**src/rtl/reset_sequencer.sv**
```systemverilog
// Staged reset controller: asynchronous assertion of every channel, clk-synchronised
// deassertion, a minimum hold time, then one channel released every STAGE_GAP cycles.
// A software request re-runs the hold/release sequence without touching the synchroniser.
//
//   state   | meaning
//   --------+------------------------------------------------------------
//   SYNC    | waiting for the deassertion synchroniser to fill with ones
//   HOLD    | all channels asserted, hold timer counting down
//   RELEASE | channels being released one per STAGE_GAP cycles
//   DONE    | every channel released, idle until sw_rst_req or rst_n
module reset_sequencer #(
   parameter int                  NUM_CH           = 3,
   parameter int                  SYNC_STAGES      = 2,
   parameter int                  HOLD_CYCLES      = 4,
   parameter int                  STAGE_GAP        = 3,
   parameter logic [NUM_CH-1:0]   ACTIVE_HIGH_MASK = 3'b010,
   parameter int                  CNT_WIDTH        = 24
) (
   input  logic                 clk,
   input  logic                 rst_n,
   input  logic                 sw_rst_req,
   output logic [NUM_CH-1:0]    rst_out,
   output logic                 done,
   output logic [CNT_WIDTH-1:0] seq_count
);

   localparam int IDX_W   = (NUM_CH > 1) ? $clog2(NUM_CH) : 1;
   localparam int TMR_MAX = (HOLD_CYCLES > STAGE_GAP) ? HOLD_CYCLES : STAGE_GAP;
   localparam int TMR_W   = $clog2(TMR_MAX + 1);

   // Timer reload values: the terminal-count edge is counted as one of the cycles.
   localparam logic [TMR_W-1:0] HOLD_LOAD = TMR_W'(HOLD_CYCLES - 1);
   localparam logic [TMR_W-1:0] GAP_LOAD  = TMR_W'(STAGE_GAP - 1);
   localparam logic [IDX_W-1:0] LAST_GAP_IDX = IDX_W'(NUM_CH - 2);

   typedef enum logic [1:0] {
      S_SYNC    = 2'd0,
      S_HOLD    = 2'd1,
      S_RELEASE = 2'd2,
      S_DONE    = 2'd3
   } state_t;

   state_t                  state_q, state_d;
   logic [SYNC_STAGES-1:0]  sync_q;
   logic [TMR_W-1:0]        tmr_q, tmr_d;
   logic [IDX_W-1:0]        idx_q, idx_d, idx_nx;
   logic [NUM_CH-1:0]       rel_q, rel_d;
   logic                    done_d;
   logic                    cnt_inc;
   logic                    sync_go;
   logic                    tmr_tc;

   // Go to HOLD on the edge where the last synchroniser stage becomes 1, so that
   // the first released channel lands exactly SYNC_STAGES + HOLD_CYCLES edges in.
   assign sync_go = sync_q[SYNC_STAGES-2] & ~sync_q[SYNC_STAGES-1];
   assign tmr_tc  = (tmr_q == '0);
   assign idx_nx  = idx_q + 1'b1;

   // Deassertion synchroniser: cleared asynchronously, fills with ones while rst_n is high.
   always_ff @(posedge clk or negedge rst_n) begin
      if (!rst_n) begin
         sync_q <= '0;
      end else begin
         sync_q <= {sync_q[SYNC_STAGES-2:0], 1'b1};
      end
   end

   // State, timer, channel index and registered outputs.
   always_ff @(posedge clk or negedge rst_n) begin
      if (!rst_n) begin
         state_q   <= S_SYNC;
         tmr_q     <= '0;
         idx_q     <= '0;
         rel_q     <= '0;
         rst_out   <= ACTIVE_HIGH_MASK;
         done      <= 1'b0;
         seq_count <= '0;
      end else begin
         state_q <= state_d;
         tmr_q   <= tmr_d;
         idx_q   <= idx_d;
         rel_q   <= rel_d;
         rst_out <= ACTIVE_HIGH_MASK ^ rel_d;
         done    <= done_d;
         if (cnt_inc) begin
            seq_count <= seq_count + 1'b1;
         end
      end
   end

   // Next-state decode.
   always_comb begin
      state_d = state_q;
      case (state_q)
         S_SYNC: begin
            if (sync_go) state_d = S_HOLD;
         end
         S_HOLD: begin
            if (sw_rst_req)  state_d = S_HOLD;
            else if (tmr_tc) state_d = (NUM_CH == 1) ? S_DONE : S_RELEASE;
         end
         S_RELEASE: begin
            if (sw_rst_req)                             state_d = S_HOLD;
            else if (tmr_tc && (idx_q == LAST_GAP_IDX)) state_d = S_DONE;
         end
         S_DONE: begin
            if (sw_rst_req) state_d = S_HOLD;
         end
         default: state_d = S_SYNC;
      endcase
   end

   // Next values of timer, index, release mask, done and the completion strobe.
   always_comb begin
      tmr_d   = tmr_q;
      idx_d   = idx_q;
      rel_d   = rel_q;
      done_d  = done;
      cnt_inc = 1'b0;
      case (state_q)
         S_SYNC: begin
            if (sync_go) begin
               tmr_d  = HOLD_LOAD;
               rel_d  = '0;
               done_d = 1'b0;
            end
         end
         S_HOLD: begin
            if (sw_rst_req) begin
               tmr_d = HOLD_LOAD;
               rel_d = '0;
            end else if (tmr_tc) begin
               rel_d[0] = 1'b1;
               idx_d    = '0;
               tmr_d    = GAP_LOAD;
               if (NUM_CH == 1) begin
                  done_d  = 1'b1;
                  cnt_inc = 1'b1;
               end
            end else begin
               tmr_d = tmr_q - 1'b1;
            end
         end
         S_RELEASE: begin
            if (sw_rst_req) begin
               tmr_d  = HOLD_LOAD;
               rel_d  = '0;
               done_d = 1'b0;
            end else if (tmr_tc) begin
               idx_d = idx_nx;
               tmr_d = GAP_LOAD;
               for (int k = 0; k < NUM_CH; k++) begin
                  if (IDX_W'(k) == idx_nx) rel_d[k] = 1'b1;
               end
               if (idx_q == LAST_GAP_IDX) begin
                  done_d  = 1'b1;
                  cnt_inc = 1'b1;
               end
            end else begin
               tmr_d = tmr_q - 1'b1;
            end
         end
         S_DONE: begin
            if (sw_rst_req) begin
               tmr_d  = HOLD_LOAD;
               rel_d  = '0;
               done_d = 1'b0;
            end
         end
         default: begin
            rel_d  = '0;
            done_d = 1'b0;
         end
      endcase
   end

endmodule

```
**config.mk**
```make
export PLATFORM = sky130hd
export DESIGN_NAME = reset_sequencer
export DESIGN_NICKNAME = d
export VERILOG_FILES = /design/src/rtl/reset_sequencer.sv
export SDC_FILE = /design/constraint.sdc
export NUM_CORES = 1
export LEC_CHECK = 0
export ABC_AREA = 1
export CAP_MARGIN = 20
export CORE_ASPECT_RATIO = 0.75
export CORE_UTILIZATION = 58
export DETAILED_ROUTE_END_ITERATION = 8
export PLACE_DENSITY = 0.89
export SKIP_LAST_GASP = 1
export SYNTH_ARGS = -nofsm -noshare
export SYNTH_HDL_FRONTEND = slang
export SYNTH_SLANG_ARGS = --single-unit
```
**constraint.sdc**
```tcl
create_clock -name clk -period 4.4 [get_ports clk]
set_input_delay 0.66 -clock clk [delete_from_list [all_inputs] [get_ports clk]]
set_output_delay 0.66 -clock clk [all_outputs]
set_load 0.1 [all_outputs]
```
==> results of run 1 <==
[flip-flops by register name, indices dropped and copies added (netlist names)]
signal	cells
rel_q	3
state_q	2
done	1
tmr_q	3
rst_out	1
idx_q	2
sync_q	2
seq_count	24
[synthesized netlist by cell type (all sizes together)]
| master | instances | area share, % |
|---|---|---|
| a22oi | 1 | 0.36 |
| ha | 11 | 6.5 |
| nor2 | 24 | 7.3 |
| o21ai | 7 | 1.7 |
| a31oi | 1 | 0.30 |
| nand3 | 14 | 3.9 |
| nand3b | 10 | 3.7 |
| nor3 | 3 | 0.71 |
| nand2 | 79 | 15 |
| dfstp | 1 | 1.2 |
| o211ai | 3 | 1.1 |
| conb | 1 | 0.18 |
| dfrtp | 37 | 44 |
| xor2 | 9 | 4.1 |
| xnor2 | 4 | 1.7 |
| nand4 | 2 | 0.59 |
| buf | 2 | 0.71 |
| a21oi | 3 | 0.71 |
| mux2 | 1 | 0.53 |
| inv | 32 | 5.7 |
[layout by cell type, fill, tap and decap left out, types with 2 or more instances in the layout]
cell	Yosys	routed
a21oi_1	3	3
nor3_1	3	3
clkbuf_8	0	5
nand2_4	3	3
nor2_1	19	19
nand2_1	75	75
dfrtp_1	37	37
o211ai_1	3	3
clkdlybuf4s50_1	0	29
ha_1	11	11
nand3b_1	9	9
nor2_8	3	3
xnor2_1	4	4
clkbuf_1	0	2
o21ai_0	7	7
inv_1	30	30
inv_2	2	2
xor2_1	8	8
nor2_4	2	2
nand4_1	2	2
nand3_1	13	13
[layout make-up]
type / instances / area [sq um]
Sequential cell: 38 / 952
Inverter: 32 / 120
Timing Repair Buffer: 30 / 295
Clock buffer: 7 / 76.3
Multi-Input combinational cell: 173 / 1020
Fill cell: 243 / 860
Tap cell: 40 / 50.0
[how the worst min path moves through the flow]
stage / to / start / slack, ps / depth (start not counted)
4_1_cts: sync_q[1]$_DFF_PN0_ / sync_q[0]$_DFF_PN0_ / 410 / 0
3_5_place_dp: sync_q[1]$_DFF_PN0_ / sync_q[0]$_DFF_PN0_ / 400 / 0
3_3_place_gp: sync_q[1]$_DFF_PN0_ / sync_q[0]$_DFF_PN0_ / 390 / 0
2_1_floorplan: done$_DFFE_PN0P_ / rst_n / 360 / 0
6_report: sync_q[1]$_DFF_PN0_ / sync_q[0]$_DFF_PN0_ / 410 / 0
5_1_grt: sync_q[1]$_DFF_PN0_ / sync_q[0]$_DFF_PN0_ / 430 / 0
[through the flow]
step,instance area [sq um],util [%],cells
CTS,2520,74.6,320
floorplan,2110,-,245
detailed placement,2440,72.3,313
global placement,2440,72.3,313
finish,2520,74.6,320
global route,2520,74.6,320
[metal layers]
| layer | routed length [um] | global-route usage (%) | part of all wire [%] |
|---|---|---|---|
| met1 | 1880 | 33.2 | 48 |
| met2 | 1750 | 34.4 | 45 |
| met3 | 206 | 4.97 | 5.3 |
| met4 | 57 | 10.5 | 1.5 |
| met5 | 0 | 0 | 0 |
[report_power, final]
group | switching [uW] | internal, uW
logic | 148 | 63.6
registers | 18.8 | 376
clock network | 112 | 109
total | 278 | 549
[cell families after synthesis]
kind of cell / share of synthesized area (%)
other: 0.178
multiplexers: 0.533
buffers and inverters: 6.40
adder cells (fa/ha/maj): 6.52
flip-flops: 45.1
AND/OR/NAND/NOR: 31.5
AO/OA/AOI/OAI: 4.09
XOR/XNOR: 5.75
==> metrics.md, run 1 <==
| Metric | Value |
|---|---|
| FF+latch count, synth | 38 |
| Worst Hold Class | register to register |
| Crit path max-delay cell type | clkdlybuf4s50_1 |
| Mean number of vias per cell | 5.23 |
| Initial antenna violation count | 0 |
| Mapped Avg Cell Area | 8.62 sq um |
| Die H | 54.3 um |
| Final Hold Fails | 0 |
| Synth unique cells | 28 |
| Crit path depth | 1 |
| Routed Antenna Nets | 0 |
| Vias | 1673 |
| Reg2reg start | tmr_q[0]$_DFFE_PN0P_ |
| First-pass GRT wire length | 6630 um |
| Setup WS post-layout | 1820 ps |
| Yosys Warn Count | 0 |
| Antenna Cells | 0 |
| Setup TNS | 0 ps |
| Status | finished, final reports clean |
| IR drop worst, VDD | 0.000227 V |
| Crit end category | output port |
| Hold_ws | 412 ps |
| Worst Skew | 3.89 ps |
| Post-layout min period | 2580 ps |
| Post-DP HPWL | 3010 um |
| 1st-pass router iterations | 5 |
| Htree depth | 2 |
| Iter 0 DRT Violations | 101 |
| Final #Nets | 294 |
| Delay-heaviest family, CP | buffers and inverters |
| Post-CTS setup buffer count | 0 |
| Crit-path max FO | 1 |
| P_leak | 0.00139 uW |
| Peak Freq | 0.388 GHz |
| CTS sink cnt | 38 |
| Syn-to-layout area delta | 19.3% |
| Reg2Reg Depth | 9 |
| Clock Path Buffers | 2 |
| CP Data Required Time | 3740 ps |
| Worst setup path endpoint | rst_out[1] |
| Setup CP Type | register to output port |
| Boundary pin count | 31 |
| Sequential area share after synthesis | 45.1% |
| CTS Hold Bufs | 0 |
| Initial Util | 62.5% |
| CP bufs+invs | 1 |
| Core Box Area | 3380 sq um |
| Clk slew on worst S/H paths | 70 ps |
| Setup slack, reg-to-reg | 2790 ps |
| TritonCTS clock tree | built |
| IO buf count | 30 |
| Wire per inst | 12.2 um |
| CTS resizes | 0 |
| Post-route DRC | 0 |
| Final wirelength | 3900 um |
| Crit share post-route | 58.6% |
| Arrival @ worst endpoint | 1920 ps |
| Syn Nets | 259 |
| Worst-Margin Slew | 968 ps |
| Pwr dens | 328 nW/um^2 |
| Critical Path Max Stage Delay | 1120 ps |
| Total GRT Usage | 23.2% |
| Setup WS pre-CTS | 2120 ps |
| Die Wd | 71.7 um |
| Cts bufs inserted | 5 |
| Synth Instances | 245 |
| Slew Limit Fails | 0 |
| Clk_lat worst skew | 290 ps |
| Remaining Overflow, GRT | 0 |
| RePlAce Congestion | 0.835 |
| MaxCap Viol Count | 0 |
| Die area | 3890 sq um |
| Vias in the first global route | 1464 |
| Startpoint types | register |
| Placement Rows | 18 |
| Unrepaired setup endpoints after global routing | false |
| # setup viols final | 0 |
| Largest net degree at the start of global routing | 39 |
| Syn Std Cell Area | 2110 sq um |
| Crit path cell chain | clkdlybuf4s50_1 |
| Crit Reg-Reg Endpoint | seq_count[23]$_DFFE_PN0P_ |
| Clock root cell | clkbuf_8 |
| Worst Setup SP | rst_out[1]$_DFF_PN1_ |
| Share of layout cells above drive strength 1 | 7.86% |
| Slew HR | 35.2% |
| Power consumption | 827 uW |
No activity file was read; power rests on OpenSTA's default activity.
==> run 2, diff against run 1 <==
- CORE_UTILIZATION: 58 -> 54
- PLACE_DENSITY: 0.89 -> 0.84
- clock period: 4.4 -> 2.6 ns (I/O delays scaled with it)
==> metrics.md, run 2 (synthesis results as in run 1) <==
| Metric | Value |
|---|---|
| Placement Rows | 19 |
| MaxCap Viol Count | 0 |
| Slew HR | 46.6% |
| Crit path max-delay cell type | dfrtp_1 |
| Post-DP HPWL | 2950 um |
| Routed Antenna Nets | 0 |
| P_leak | 0.00144 uW |
| Worst Skew | 4.83 ps |
| CTS resizes | 0 |
| Startpoint types | register |
| IR drop worst, VDD | 0.000396 V |
| IO buf count | 30 |
| Commonest non-fill, non-tap cell in the layout | nand2_1 |
| Die H | 56.2 um |
| Total GRT Usage | 21.6% |
| Clock Path Buffers | 2 |
| Highest routed layer | met4 |
| Largest net degree at the start of global routing | 39 |
| Max reg flops | 24 |
| Boundary pin count | 31 |
| Dpl cells | 325 |
| Initial Util | 57.0% |
| Reg2reg start | tmr_q[0]$_DFFE_PN0P_ |
| Vias in the first global route | 1546 |
| 1st-pass router iterations | 4 |
| Antenna Cells | 0 |
| Mean number of vias per cell | 4.90 |
| Core Box Area | 3710 sq um |
| Die area | 4170 sq um |
| Final #Nets | 294 |
| DR WL met3 | 180 um |
| Crit end category | register |
| Wire length on met2 | 1850 um |
| Setup WS pre-CTS | 759 ps |
| Syn-to-layout area delta | 16.8% |
| Crit share post-route | 62.5% |
| Most flop-heavy register | seq_count |
| Status | finished, final reports clean |
| Remaining Overflow, GRT | 0 |
| RePlAce Congestion | 0.814 |
| Initial antenna violation count | 0 |
| Share of layout cells above drive strength 1 | 17.8% |
| CTS sink cnt | 38 |
| Worst Hold Class | primary input to asynchronous set/reset pin |
| Crit path cell chain | inv_1 > ha_1 > nand3_4 > nor2_8 > nand2_4 > nor2_8 > nand3_1 > nand2_1 > inv_1 |
| Wire per inst | 11.8 um |
| Setup WS post-layout | 976 ps |
| DRT met1 WL | 1850 um |
| Clock root cell | clkbuf_8 |
| Worst-Margin Slew | 801 ps |
| Reg2Reg Depth | 9 |
| Unrepaired setup endpoints after global routing | false |
| Setup TNS | 0 ps |
| Pwr dens | 569 nW/um^2 |
| # setup viols final | 0 |
| Cts bufs inserted | 5 |
| TritonCTS clock tree | built |
| Iter 0 DRT Violations | 55 |
| Crit-path max FO | 7 |
| Clk_lat worst skew | 280 ps |
| Htree depth | 2 |
| Final-layout fill cell count | 312 |
| Die Wd | 74.2 um |
| CTS Hold Bufs | 0 |
| Post-route DRC | 0 |
| Arrival @ worst endpoint | 1810 ps |
| Vias | 1632 |
| First-pass GRT wire length | 6700 um |
| Final Hold Fails | 0 |
| Post-layout min period | 1620 ps |
| CP Data Required Time | 2780 ps |
| Largest regs | seq_count x24, rel_q x3, tmr_q x3 |
| Setup slack, reg-to-reg | 980 ps |
| Most frequent cells in the layout | nand2_1, dfrtp_1, inv_1 |
| Critical Path Max Stage Delay | 380 ps |
| Slew Limit Fails | 0 |
| Clk slew on worst S/H paths | 70 ps |
| Hold_ws | 187 ps |
| Post-CTS setup buffer count | 0 |
| Final wirelength | 3910 um |
| Setup CP Type | register to register |
| Non-Filler Instances | 333 |
| Crit Reg-Reg Endpoint | seq_count[23]$_DFFE_PN0P_ |
| Peak Freq | 0.616 GHz |
## run 2: cell types whose count changed in the layout (fill, tap and decap cells not counted)
cell	before	now
buf_4	0	28
clkbuf_1	2	3
clkdlybuf4s50_1	29	1
## run 2: worst max path at each step
stage	start	end	slack, ps	cells after the start
final	tmr_q[0]$_DFFE_PN0P_	seq_count[23]$_DFFE_PN0P_	980	9
after global routing	tmr_q[0]$_DFFE_PN0P_	seq_count[17]$_DFFE_PN0P_	810	9
after CTS	tmr_q[0]$_DFFE_PN0P_	seq_count[23]$_DFFE_PN0P_	970	9
after detailed placement	sw_rst_req	seq_count[23]$_DFFE_PN0P_	760	9
after global placement	sw_rst_req	seq_count[23]$_DFFE_PN0P_	830	9
after floorplan	seq_count[0]$_DFFE_PN0P_	seq_count[20]$_DFFE_PN0P_	490	8
## run 2: cell type report
cell class	instances	area, sq um	area share [%]
clock buffers	8	80.1	3.25
repair buffers	30	225	9.13
flip-flops and latches	38	952	38.6
multi-input cells	173	1020	41.5
inverters	32	120	4.87
well taps	52	65.1	2.64
## run 2: metrics by stage
step | util (%) | total power [uW] | area (sq um)
global placement | 64.4 | 1020 | 2390
CTS | 66.5 | 1420 | 2470
global route | 66.5 | 1490 | 2470
detailed placement | 64.4 | 1030 | 2390
finish | 66.5 | 1410 | 2470
floorplan | - | 944 | 2110
## run 2: where the power goes
part	leakage [uW]	switching, uW	internal (uW)	total [uW]
clock	0.0000395	189	190	379
sequential	0.000495	32.5	637	669
combinational	0.000904	251	106	357
## run 2: metal layers
| layer | global-route usage (%) | vias up |
|---|---|---|
| li1 | - | 832 |
| met1 | 29.1 | 763 |
| met2 | 32.7 | 35 |
| met3 | 6.34 | 2 |
| met4 | 8.09 | 0 |
| met5 | 0 | - |
## run 2: worst max-delay path: cells and delay by family, from the launching register on
kind	cells	cell delay, ps
fa+ha+maj	1	250
flops	1	380
simple gates	6	740
buf+inv	2	140
